### src/rtl/gate_sweep_pkg.sv
// Shared definitions for the gate sweep self-test: FSM encoding, expected
// NAND/NOR truth tables and a lowest-set-bit helper for failure reporting.
package gate_sweep_pkg;

  typedef enum logic [1:0] {
    ST_IDLE   = 2'd0,
    ST_DRIVE  = 2'd1,
    ST_FINISH = 2'd2
  } state_t;

  // Truth tables indexed by {a,b}
  localparam logic [3:0] EXP_NAND = 4'b0111;
  localparam logic [3:0] EXP_NOR  = 4'b0001;

  function automatic logic [1:0] lowest_set(input logic [3:0] v);
    if (v[0])      lowest_set = 2'd0;
    else if (v[1]) lowest_set = 2'd1;
    else if (v[2]) lowest_set = 2'd2;
    else           lowest_set = 2'd3;
  endfunction

endpackage

### src/rtl/sweep_hold_cnt.sv
// Hold counter for the gate sweep: counts 0..HOLD_CYCLES-1 while enabled,
// flags the terminal count and wraps to zero on it.
module sweep_hold_cnt #(
  parameter int HOLD_CYCLES = 2,
  parameter int CNT_W       = 8
) (
  input  logic clk,
  input  logic rst,
  input  logic i_clr,
  input  logic i_en,
  output logic o_term
);

  localparam logic [CNT_W-1:0] TERM = CNT_W'(HOLD_CYCLES - 1);

  logic [CNT_W-1:0] r_cnt;

  assign o_term = (r_cnt == TERM);

  always_ff @(posedge clk) begin
    if (rst || i_clr) begin
      r_cnt <= '0;
    end else if (i_en) begin
      r_cnt <= o_term ? '0 : r_cnt + 1'b1;
    end
  end

endmodule

### src/rtl/gate_sweep_ctrl.sv
// Self-test sequencer sweeping {a,b} through 00..11 on the NAND/NOR gate block.
// Optional failure index reporting is enabled with `define GATE_SWEEP_FAILIDX_EN.
module gate_sweep_ctrl
  import gate_sweep_pkg::*;
#(
  parameter int HOLD_CYCLES = 2,
  parameter int CNT_W       = 8
) (
  input  logic       clk,
  input  logic       rst,
  input  logic       start,
  input  logic       g_nand_i,
  input  logic       g_nor_i,
  output logic       a_o,
  output logic       b_o,
  output logic       busy,
  output logic       done,
  output logic [3:0] nand_tt,
  output logic [3:0] nor_tt,
  output logic       pass,
`ifdef GATE_SWEEP_FAILIDX_EN
  output logic       fail_valid,
  output logic [1:0] fail_idx,
`endif
  output state_t     dbg_state
);

  state_t     r_state;
  logic [1:0] r_idx;
  logic       r_a, r_b, r_busy, r_done, r_pass;
  logic [3:0] r_nand, r_nor;
  logic [3:0] w_nand_next, w_nor_next;
  logic       w_term;

  sweep_hold_cnt #(
    .HOLD_CYCLES(HOLD_CYCLES),
    .CNT_W      (CNT_W)
  ) u_hold_cnt (
    .clk   (clk),
    .rst   (rst),
    .i_clr (r_state != ST_DRIVE),
    .i_en  (r_state == ST_DRIVE),
    .o_term(w_term)
  );

  // Tables as they will look after the current sample is written in
  always_comb begin
    w_nand_next        = r_nand;
    w_nor_next         = r_nor;
    w_nand_next[r_idx] = g_nand_i;
    w_nor_next[r_idx]  = g_nor_i;
  end

`ifdef GATE_SWEEP_FAILIDX_EN
  logic       r_fail_valid;
  logic [1:0] r_fail_idx;
  logic [3:0] w_mis;

  assign w_mis      = (w_nand_next ^ EXP_NAND) | (w_nor_next ^ EXP_NOR);
  assign fail_valid = r_fail_valid;
  assign fail_idx   = r_fail_idx;

  always_ff @(posedge clk) begin
    if (rst) begin
      r_fail_valid <= 1'b0;
      r_fail_idx   <= 2'd0;
    end else if (r_state == ST_IDLE && start) begin
      r_fail_valid <= 1'b0;
      r_fail_idx   <= 2'd0;
    end else if (r_state == ST_DRIVE && w_term && r_idx == 2'd3) begin
      r_fail_valid <= |w_mis;
      r_fail_idx   <= (|w_mis) ? lowest_set(w_mis) : 2'd0;
    end
  end
`endif

  always_ff @(posedge clk) begin
    if (rst) begin
      r_state <= ST_IDLE;
      r_idx   <= 2'd0;
      r_a     <= 1'b0;
      r_b     <= 1'b0;
      r_busy  <= 1'b0;
      r_done  <= 1'b0;
      r_pass  <= 1'b0;
      r_nand  <= 4'b0000;
      r_nor   <= 4'b0000;
    end else begin
      case (r_state)
        ST_IDLE: begin
          r_done <= 1'b0;
          r_a    <= 1'b0;
          r_b    <= 1'b0;
          if (start) begin
            r_state <= ST_DRIVE;
            r_idx   <= 2'd0;
            r_busy  <= 1'b1;
            r_nand  <= 4'b0000;
            r_nor   <= 4'b0000;
            r_pass  <= 1'b0;
          end
        end
        ST_DRIVE: begin
          if (w_term) begin
            r_nand <= w_nand_next;
            r_nor  <= w_nor_next;
            if (r_idx == 2'd3) begin
              r_state <= ST_FINISH;
              r_busy  <= 1'b0;
              r_done  <= 1'b1;
              r_pass  <= (w_nand_next == EXP_NAND) && (w_nor_next == EXP_NOR);
            end else begin
              r_idx      <= r_idx + 2'd1;
              {r_a, r_b} <= r_idx + 2'd1;
            end
          end
        end
        ST_FINISH: begin
          r_state <= ST_IDLE;
          r_done  <= 1'b0;
          r_a     <= 1'b0;
          r_b     <= 1'b0;
        end
        default: r_state <= ST_IDLE;
      endcase
    end
  end

  assign a_o       = r_a;
  assign b_o       = r_b;
  assign busy      = r_busy;
  assign done      = r_done;
  assign nand_tt   = r_nand;
  assign nor_tt    = r_nor;
  assign pass      = r_pass;
  assign dbg_state = r_state;

endmodule
### config.mk
export PLATFORM = sky130hd
export DESIGN_NAME = gate_sweep_ctrl
export DESIGN_NICKNAME = d
export VERILOG_FILES = /design/src/rtl/gate_sweep_pkg.sv /design/src/rtl/sweep_hold_cnt.sv /design/src/rtl/gate_sweep_ctrl.sv
export SDC_FILE = /design/constraint.sdc
export NUM_CORES = 1
export LEC_CHECK = 0
export CORE_ASPECT_RATIO = 0.5
export CORE_MARGIN = 3
export CORE_UTILIZATION = 47
export DETAILED_ROUTE_END_ITERATION = 10
export PLACE_DENSITY = 0.73
export SYNTH_ARGS = -nofsm -noshare
export SYNTH_HDL_FRONTEND = slang
export SYNTH_SLANG_ARGS = --single-unit
### constraint.sdc
create_clock -name clk -period 1.8 [get_ports clk]
set_input_delay 0.18 -clock clk [delete_from_list [all_inputs] [get_ports clk]]
set_output_delay 0.18 -clock clk [all_outputs]
set_load 0.05 [all_outputs]
==> results, run 1 <==
- The total count of hold-check failures in the final report was 0.
- The net switching power figure is 0.252 mW.
- The critical path buffer and inverter count is 1.
- The number of iterations in the first detailed-routing pass is 4.
- The worst hold path begins at done.
- The initial utilization of the core area, before any placement, comes to 0.523.
- The CTS root buffer is sky130_fd_sc_hd__clkbuf_8.
- The total of buffers placed on input and output ports is 19.
- Summing all flip-flop and latch instances after layout gives 508 sq um.
- The floorplan has 12 rows.
- The count of nets after finishing is 189.
- The total power is 1.02 mW.
- The run finished with clean final reports.
- STA classifies the critical path endpoint as a flip-flop.
- On the worst path, the slowest cell contributes a delay of 0.54 ns.
- The total routing resource utilization after global routing is 0.177.
- The number of DRC markers after the initial detailed-route iteration is 21.
- The number of vias per cell after detailed routing is 5.24.
- Buffers inserted during clock tree synthesis total 3.
- The library cell used most frequently in the layout, excluding fill and tap cells, is sky130_fd_sc_hd__buf_4.
- Setup repair after global routing could not meet its margin everywhere.
- The final critical-path share of the clock period is 0.992.
- In this run, post-CTS hold repair placed 0 buffers.
- The core box area is 0.00236 sq mm.
- Along the worst path, the maximum fanout reaches 2.
- Measured along the x axis, the die boundary spans 78.5 um.
- The total I/O pin count is 20.
- After technology mapping, the gate count stands at 137.
- The repair_antennas step left the layout with diodes totalling 0.
- The routed wirelength normalized by instance count is 13.5 um.
- The via count of the first global-routing pass is 1043.
- The average footprint of a synthesized cell is 9.00 sq um.
- In the final layout, the multi-input gates occupy 712 sq um.
- For the final database, setup skew stands at 0.00591 ns.
- The die footprint is 0.00331 sq mm.
- The remaining routing DRC violations is 0.
- In the synthesized netlist the dominant register cell turns out to be sky130_fd_sc_hd__dfxtp_1.
- In this run the deepest clock path goes through 2 buffers.
- In the layout the commonest cells are 22 x sky130_fd_sc_hd__buf_4, 21 x sky130_fd_sc_hd__dfxtp_1, 18 x sky130_fd_sc_hd__clkdlybuf4s50_1.
- The share of total power dissipated in the clock network is 0.325.
- Data on the critical path arrives at its endpoint at 1.97 ns.
- The reg-to-reg startpoint is r_idx[1].
- The die span in y is 42.2 um.
- The post-route cell area is 0.00168 sq mm.
- The first-pass GRT wire length is 4.65 mm.
- The final-report max-slew violation count is 0.
- For this design the static power due to leakage is 0.649 nW.
- Counting the fill cells in the layout gives 206.
- Entering global routing, the biggest net connects 16 pins.
- In the final layout, the share of cells above drive strength 1 is 0.243.
- Routability-driven placement finished with a final weighted congestion of 0.819.
- The synthesized design contains 0 enable-type register cells.
- The number of nets still failing antenna checks after routing is 0.
- The cell type of the slowest stage on the worst timing path is sky130_fd_sc_hd__or4_4.
- Power spread over the standard cell area amounts to 607 mW/mm^2.
- The critical path in this run is classified as reg -> reg.
- The cell family contributing the most delay on the critical path is simple AND/OR/NAND/NOR gates.
- The internal power summed over all cells is 0.767 mW.
- The worst pin sits at a relative slew slack of 0.668.
- The share of async-settable or async-resettable flops after synthesis is 0.
- The count of yosys warnings during synthesis is 0.
- The path class of the tightest hold or removal check is reg -> reg.
- Clock-pin slew was measured on the worst setup and hold paths at 0.09 ns.
- Of the total power, the share spent switching nets is 0.247.
- The shortest clock period the worst path allows after layout is 1.79 ns.
- The routed layout has 1111 vias.
- The final core utilization is 0.712.
- Data on the critical path is required at its endpoint by 1.98 ns.
- At the pin with the least slew margin, the transition time is 0.497 ns.
- The synthesized net count is 148.
- The sequential share of power is 0.559.
- Clock latency on the worst-skew pair, taken at its later pin, is 0.27 ns.
- Across the run, the number of max-cap violations was 0.
- The final layout contains routed wiring with a total length of 2.86 mm.
- The maximum resistive drop on vdd is 472 uV.
- After synthesis, the netlist uses 36 different library cells.
- The number of storage elements in the synthesis netlist is 25.
- The detailed placement HPWL is 2.10 mm.
- Walking the worst path, the cells encountered are inv_2 -> ha_4 -> mux2i_1 -> or3_1 -> or4_4 -> o41ai_2.
- Setup violations remaining at the end of the flow were counted as 0.
- The combinational power share is 0.116.
- The share of the Yosys chip area taken by registers is 0.406.
- The layout-stage area growth over the synthesis result is 36.0%.
- Tracing the worst setup path back leads to its startpoint at r_idx[1].
- The number of H-tree levels is 1.
- The clock sink count is 25.
- The total overflow reported by the global router is 0.
- After detailed placement, the total cell area comes to 0.00162 sq mm.
- The maximum clock frequency is 0.560 GHz.
- STA classifies the critical path startpoint as a flip-flop.
- The initial antenna violation count came to 0.
- The clock tree from TritonCTS is built.
- After synthesis the cells add up to 0.00123 sq mm.
-- Yosys cell counts, drive strengths merged (2+ instances only) --
library cell	number	area, sq um
nand2b	2	20.0
inv	6	22.5
nand2	3	11.3
dfxtp	25	500
a21oi	11	55.1
and3	2	12.5
nor2	17	63.8
a31oi	2	12.5
clkbuf	4	15.0
o21ai	3	15.0
mux2i	5	50.1
or3b	3	26.3
nand4b	2	17.5
or2	3	18.8
nand3	11	55.1
ha	6	75.1
xor2	5	43.8
nor3	5	30.0
nand4	4	31.3
nor2b	4	25.0
and2	2	12.5
nor3b	2	15.0
-- metrics by stage --
stage / setup slack (ns) / std cells / TNS (ns) / hold WS (ns)
2_1_floorplan: 0.0389 / 137 / 0 / 0.247
3_3_place_gp: -0.121 / 207 / -0.121 / 0.461
3_5_place_dp: -0.137 / 207 / -0.137 / 0.460
4_1_cts: 0.00873 / 211 / 0 / 0.474
5_1_grt: -0.0536 / 212 / -0.0536 / 0.506
6_report: 0.0148 / 212 / 0 / 0.473
-- cell type report --
| type | count | area share |
|---|---|---|
| clock buffers | 3 | 0.0246 |
| clock inverters | 1 | 0.00298 |
| inverters | 6 | 0.0134 |
| multi-input cells | 102 | 0.424 |
| flip-flops and latches | 25 | 0.303 |
| well taps | 35 | 0.0261 |
| repair buffers | 40 | 0.206 |
-- final timing paths --
check | endpoint | slack [ns] | cells past startpoint
min | done | 0.47 | 2
min reg2reg | done | 0.47 | 2
max reg2reg | pass | 0.01 | 6
max | pass | 0.01 | 6
-- kinds of logic (layout without fill, tap and decap cells) --
group | Yosys count | after routing | share of synthesized area
AND/OR/NAND/NOR | 63 | 63 | 0.305
flip-flops | 25 | 25 | 0.406
AO/OA/AOI/OAI | 21 | 21 | 0.105
buffers and inverters | 10 | 50 | 0.0304
adder cells (fa/ha/maj) | 6 | 6 | 0.0609
XOR/XNOR | 6 | 6 | 0.0426
multiplexers | 6 | 6 | 0.0497
-- tightest hold or removal path, cell delays in order, from the launching register on --
cell                      delay [ns]
sky130_fd_sc_hd__dfxtp_1        0.32
sky130_fd_sc_hd__nand2_1        0.06
sky130_fd_sc_hd__a21oi_1        0.06
-- timing repair --
item,4_1_cts,5_1_grt
gates resized for setup,1,1
endpoints found under the setup margin,1,1
buffers inserted,0,1
-- power groups by stage --
stage               logic (mW)  registers (mW)  clock network (mW)
floorplan               0.0519           0.595                   0
global placement         0.114           0.582                   0
detailed placement       0.115           0.582                   0
CTS                      0.116           0.569               0.344
global route             0.126           0.571               0.365
finish                   0.118           0.570               0.331
-- state kept, by name (all words and copies together) (netlist names) --
register          count
pass                  1
nand_tt               4
dbg_state             2
u_hold_cnt.r_cnt      8
r_idx                 2
done                  1
a_o                   1
busy                  1
nor_tt                4
b_o                   1
-- metal layers --
layer  vias to the layer above  global-route usage  routed length, um
li1                        563                   -                  -
met1                       535               0.210               1360
met2                        11               0.320               1390
met3                         2              0.0601                 97
met4                         0              0.0244                 11
met5                         -                   0                  0
Power figures use the tool's default switching activity.
==> run 2: changes to the inputs <==
--- a/config.mk
+++ b/config.mk
@@ -6,7 +6,7 @@
 export NUM_CORES = 1
 export LEC_CHECK = 0
 export CORE_ASPECT_RATIO = 0.5
-export CORE_MARGIN = 3
+export CORE_MARGIN = 10
 export CORE_UTILIZATION = 47
 export DETAILED_ROUTE_END_ITERATION = 10
 export PLACE_DENSITY = 0.73
==> results, run 2 (synthesis gave the netlist of run 1 again) <==
- The number of DRC markers after the initial detailed-route iteration was 47 (+120%).
- The critical setup path kind is reg -> reg.
- The worst hold slack across all endpoints is 0.481 ns (+0.00817 ns).
- The final setup slack of the worst path came to -0.0275 ns (-0.0423 ns).
- The first-pass GRT wire length is 4.93 mm (+6.1%).
- The clock edge transition at the registers on the reported setup and hold paths was 0.09 ns (about the same).
- The clock sink count is 25 (unchanged).
- The largest net degree at the start of global routing is 16 (unchanged).
- The run finished, with violations left.
- The total routing resource utilization after global routing came to 0.114 (-0.0637).
- In this run the worst hold path is classified as reg -> reg.
- Leaving out fill and tap cells, the most frequent cell in the layout is sky130_fd_sc_hd__dfxtp_1.
- The critical-path maximum fanout was 4 (+2).
- In this run the clock root is driven by a sky130_fd_sc_hd__clkbuf_8.
- The chip width was 92.5 um (+18%).
- The initial antenna violation count came to 0 (unchanged).
- Ranked by flip-flop count, first place goes to u_hold_cnt.r_cnt.
- The routed wirelength normalized by instance count was 14.0 um (+3.7%).
- The endpoint class of the critical path is a flip-flop.
- The via count of the first global-routing pass is 1056 (+1.2%).
- The relative slew slack came to 0.660 (-0.00775).
- The maximum resistive drop on vdd is 586 uV (+24%).
- The worst setup path is launched from a flip-flop.
- The worst endpoint required time is 1.98 ns (about the same).
- The final core utilization came to 0.705 (-0.00690).
- The layout-stage area growth over the synthesis result is 34.7%.
- The number of iterations in the first detailed-routing pass came to 4 (unchanged).
- The starting utilization of the core area is 0.523 (unchanged).
- The core box area is 0.00236 sq mm (unchanged).
- The post-placement worst setup slack was -0.148 ns (-0.0113 ns).
- The number of diodes added for antenna fixing is 0 (unchanged).
- The final-report max-slew violation count is 0 (unchanged).
- The flip-flop count of the largest register, all copies and words added is 8 (unchanged).
- The total I/O pin count came to 20 (unchanged).
- The number of H-tree levels is 1 (unchanged).
- The hold-critical path depth is 2 (unchanged).
- The top cell types in the final layout, fill and taps aside, are 21 x sky130_fd_sc_hd__dfxtp_1, 18 x sky130_fd_sc_hd__clkdlybuf4s50_1, 18 x sky130_fd_sc_hd__buf_4.
- Setup repair after global routing could not meet its margin everywhere.
- The layout cell share with drive strength beyond 1 was 0.231 (-0.0117).
- The worst reg-to-reg path cell count is 6 (unchanged).
- The final critical-path share of the clock period was 1.02 (+0.0235).
- The number of hold buffers added after cts was 0 (unchanged).
- The power density normalized to cell area is 618 mW/mm^2 (+1.8%).
- The total of buffers placed on input and output ports is 19 (unchanged).
- The total power is 1.03 mW (+0.80%).
- The die footprint is 0.00520 sq mm (+57%).
- The number of nets still failing antenna checks after routing was 0 (unchanged).
- The transition at the pin with the smallest max-transition slack came to 0.508 ns (+0.0116 ns).
- The clock latency on the worst-skew pair is 0.27 ns (about the same).
- The total number of vias is 1117 (+0.54%).
- The die span in y was 56.2 um (+33%).
- The deepest clock path buffer count is 2 (unchanged).
- The total count of hold-check failures in the final report is 0 (unchanged).
- TritonCTS built the clock tree.
- The maximum clock frequency is 0.547 GHz (-2.3%).
- The total wire length after detailed routing came to 2.91 mm (+1.8%).
- The clock skew after layout came to 0.00212 ns (-0.00379 ns).
- The remaining routing DRC violations came to 0 (unchanged).
- The final reports fail on setup timing.
- The leakage power figure was 0.625 nW (-3.7%).
- The post-CTS setup buffer count is 0 (unchanged).
- The final weighted congestion of routability-driven global placement is 0.801 (-2.2%).
- The endpoint arrival time on the critical path is 2.01 ns (+0.04 ns).
- The count of nets after finishing is 185 (-2.1%).
- The number of vias per cell after detailed routing is 5.37 (+2.5%).
- The number of failing setup endpoints in the final timing report was 1 (+1).
- The number of buffers inserted during clock tree synthesis came to 3 (unchanged).
- The total overflow reported by the global router came to 0 (unchanged).
- The count of maximum capacitance violations is 0 (unchanged).
- The shortest clock period the worst path allows after layout is 1.83 ns (+0.0423 ns).
- The detailed placement HPWL is 2.26 mm (+7.6%).
- The number of rows in the core area is 12 (unchanged).
-- run 2: cell count changes in the layout (fill, tap and decap cells not counted), sizes merged --
cell,change
clkinv,-1
buf,-4
clkinvlp,+1
-- run 2: per-layer routing --
layer	wire length [um]	global-route usage
met2	1360	0.178
met5	0	0
met1	1370	0.139
met3	161	0.0497
met4	15	0.0281
-- run 2: cell type report --
class	instances	area [sq um]
clock buffer	3	41.3
sequential	25	510
clock inverter	1	7.51
inverter	6	22.5
timing repair buffer	36	315
tap	35	43.8
fill	203	696
multi-input combinational	102	721
-- run 2: where the power goes --
group          total (mW)  internal [mW]  switching (mW)
clock network       0.341          0.157           0.184
logic               0.117         0.0515          0.0655
registers           0.569          0.558          0.0104
-- run 2: worst paths after layout --
kind,startpoint,end,slack (ns)
setup / recovery,r_idx[1],pass,-0.03
hold / removal,done,done,0.48
setup reg to reg,r_idx[1],pass,-0.03
hold reg to reg,done,done,0.48
-- run 2: critical path: stages, from the launching register on --
cell                      delay, ns
sky130_fd_sc_hd__dfxtp_2       0.34
sky130_fd_sc_hd__buf_4         0.13
sky130_fd_sc_hd__ha_1          0.23
sky130_fd_sc_hd__nor3b_1       0.21
sky130_fd_sc_hd__a21oi_1       0.08
sky130_fd_sc_hd__or4_1         0.54
sky130_fd_sc_hd__o41ai_2       0.21
-- run 2: repair_timing --
item,in CTS,in global routing
gates resized for setup,1,3
endpoints found under the hold margin,0,0
endpoints found under the setup margin,1,3
pin swaps,1,0
-- run 2: metrics by stage --
stage                     cells  TNS (ns)  instance area [sq um]
final                       208   -0.0275                   1660
after global routing        208   -0.0798                   1660
after CTS                   208         0                   1650
after detailed placement    204    -0.148                   1600
after global placement      204    -0.123                   1600
after floorplan             137         0                   1250
==> run 3: changes to the inputs <==
--- a/config.mk
+++ b/config.mk
@@ -8,6 +8,7 @@
 export CORE_ASPECT_RATIO = 0.5
 export CORE_MARGIN = 10
 export CORE_UTILIZATION = 47
+export CTS_CLUSTER_DIAMETER = 200
 export DETAILED_ROUTE_END_ITERATION = 10
 export PLACE_DENSITY = 0.73
 export SYNTH_ARGS = -nofsm -noshare
==> results of run 3 <==
The final DEF is identical to that of run 2; final timing and power are the same.
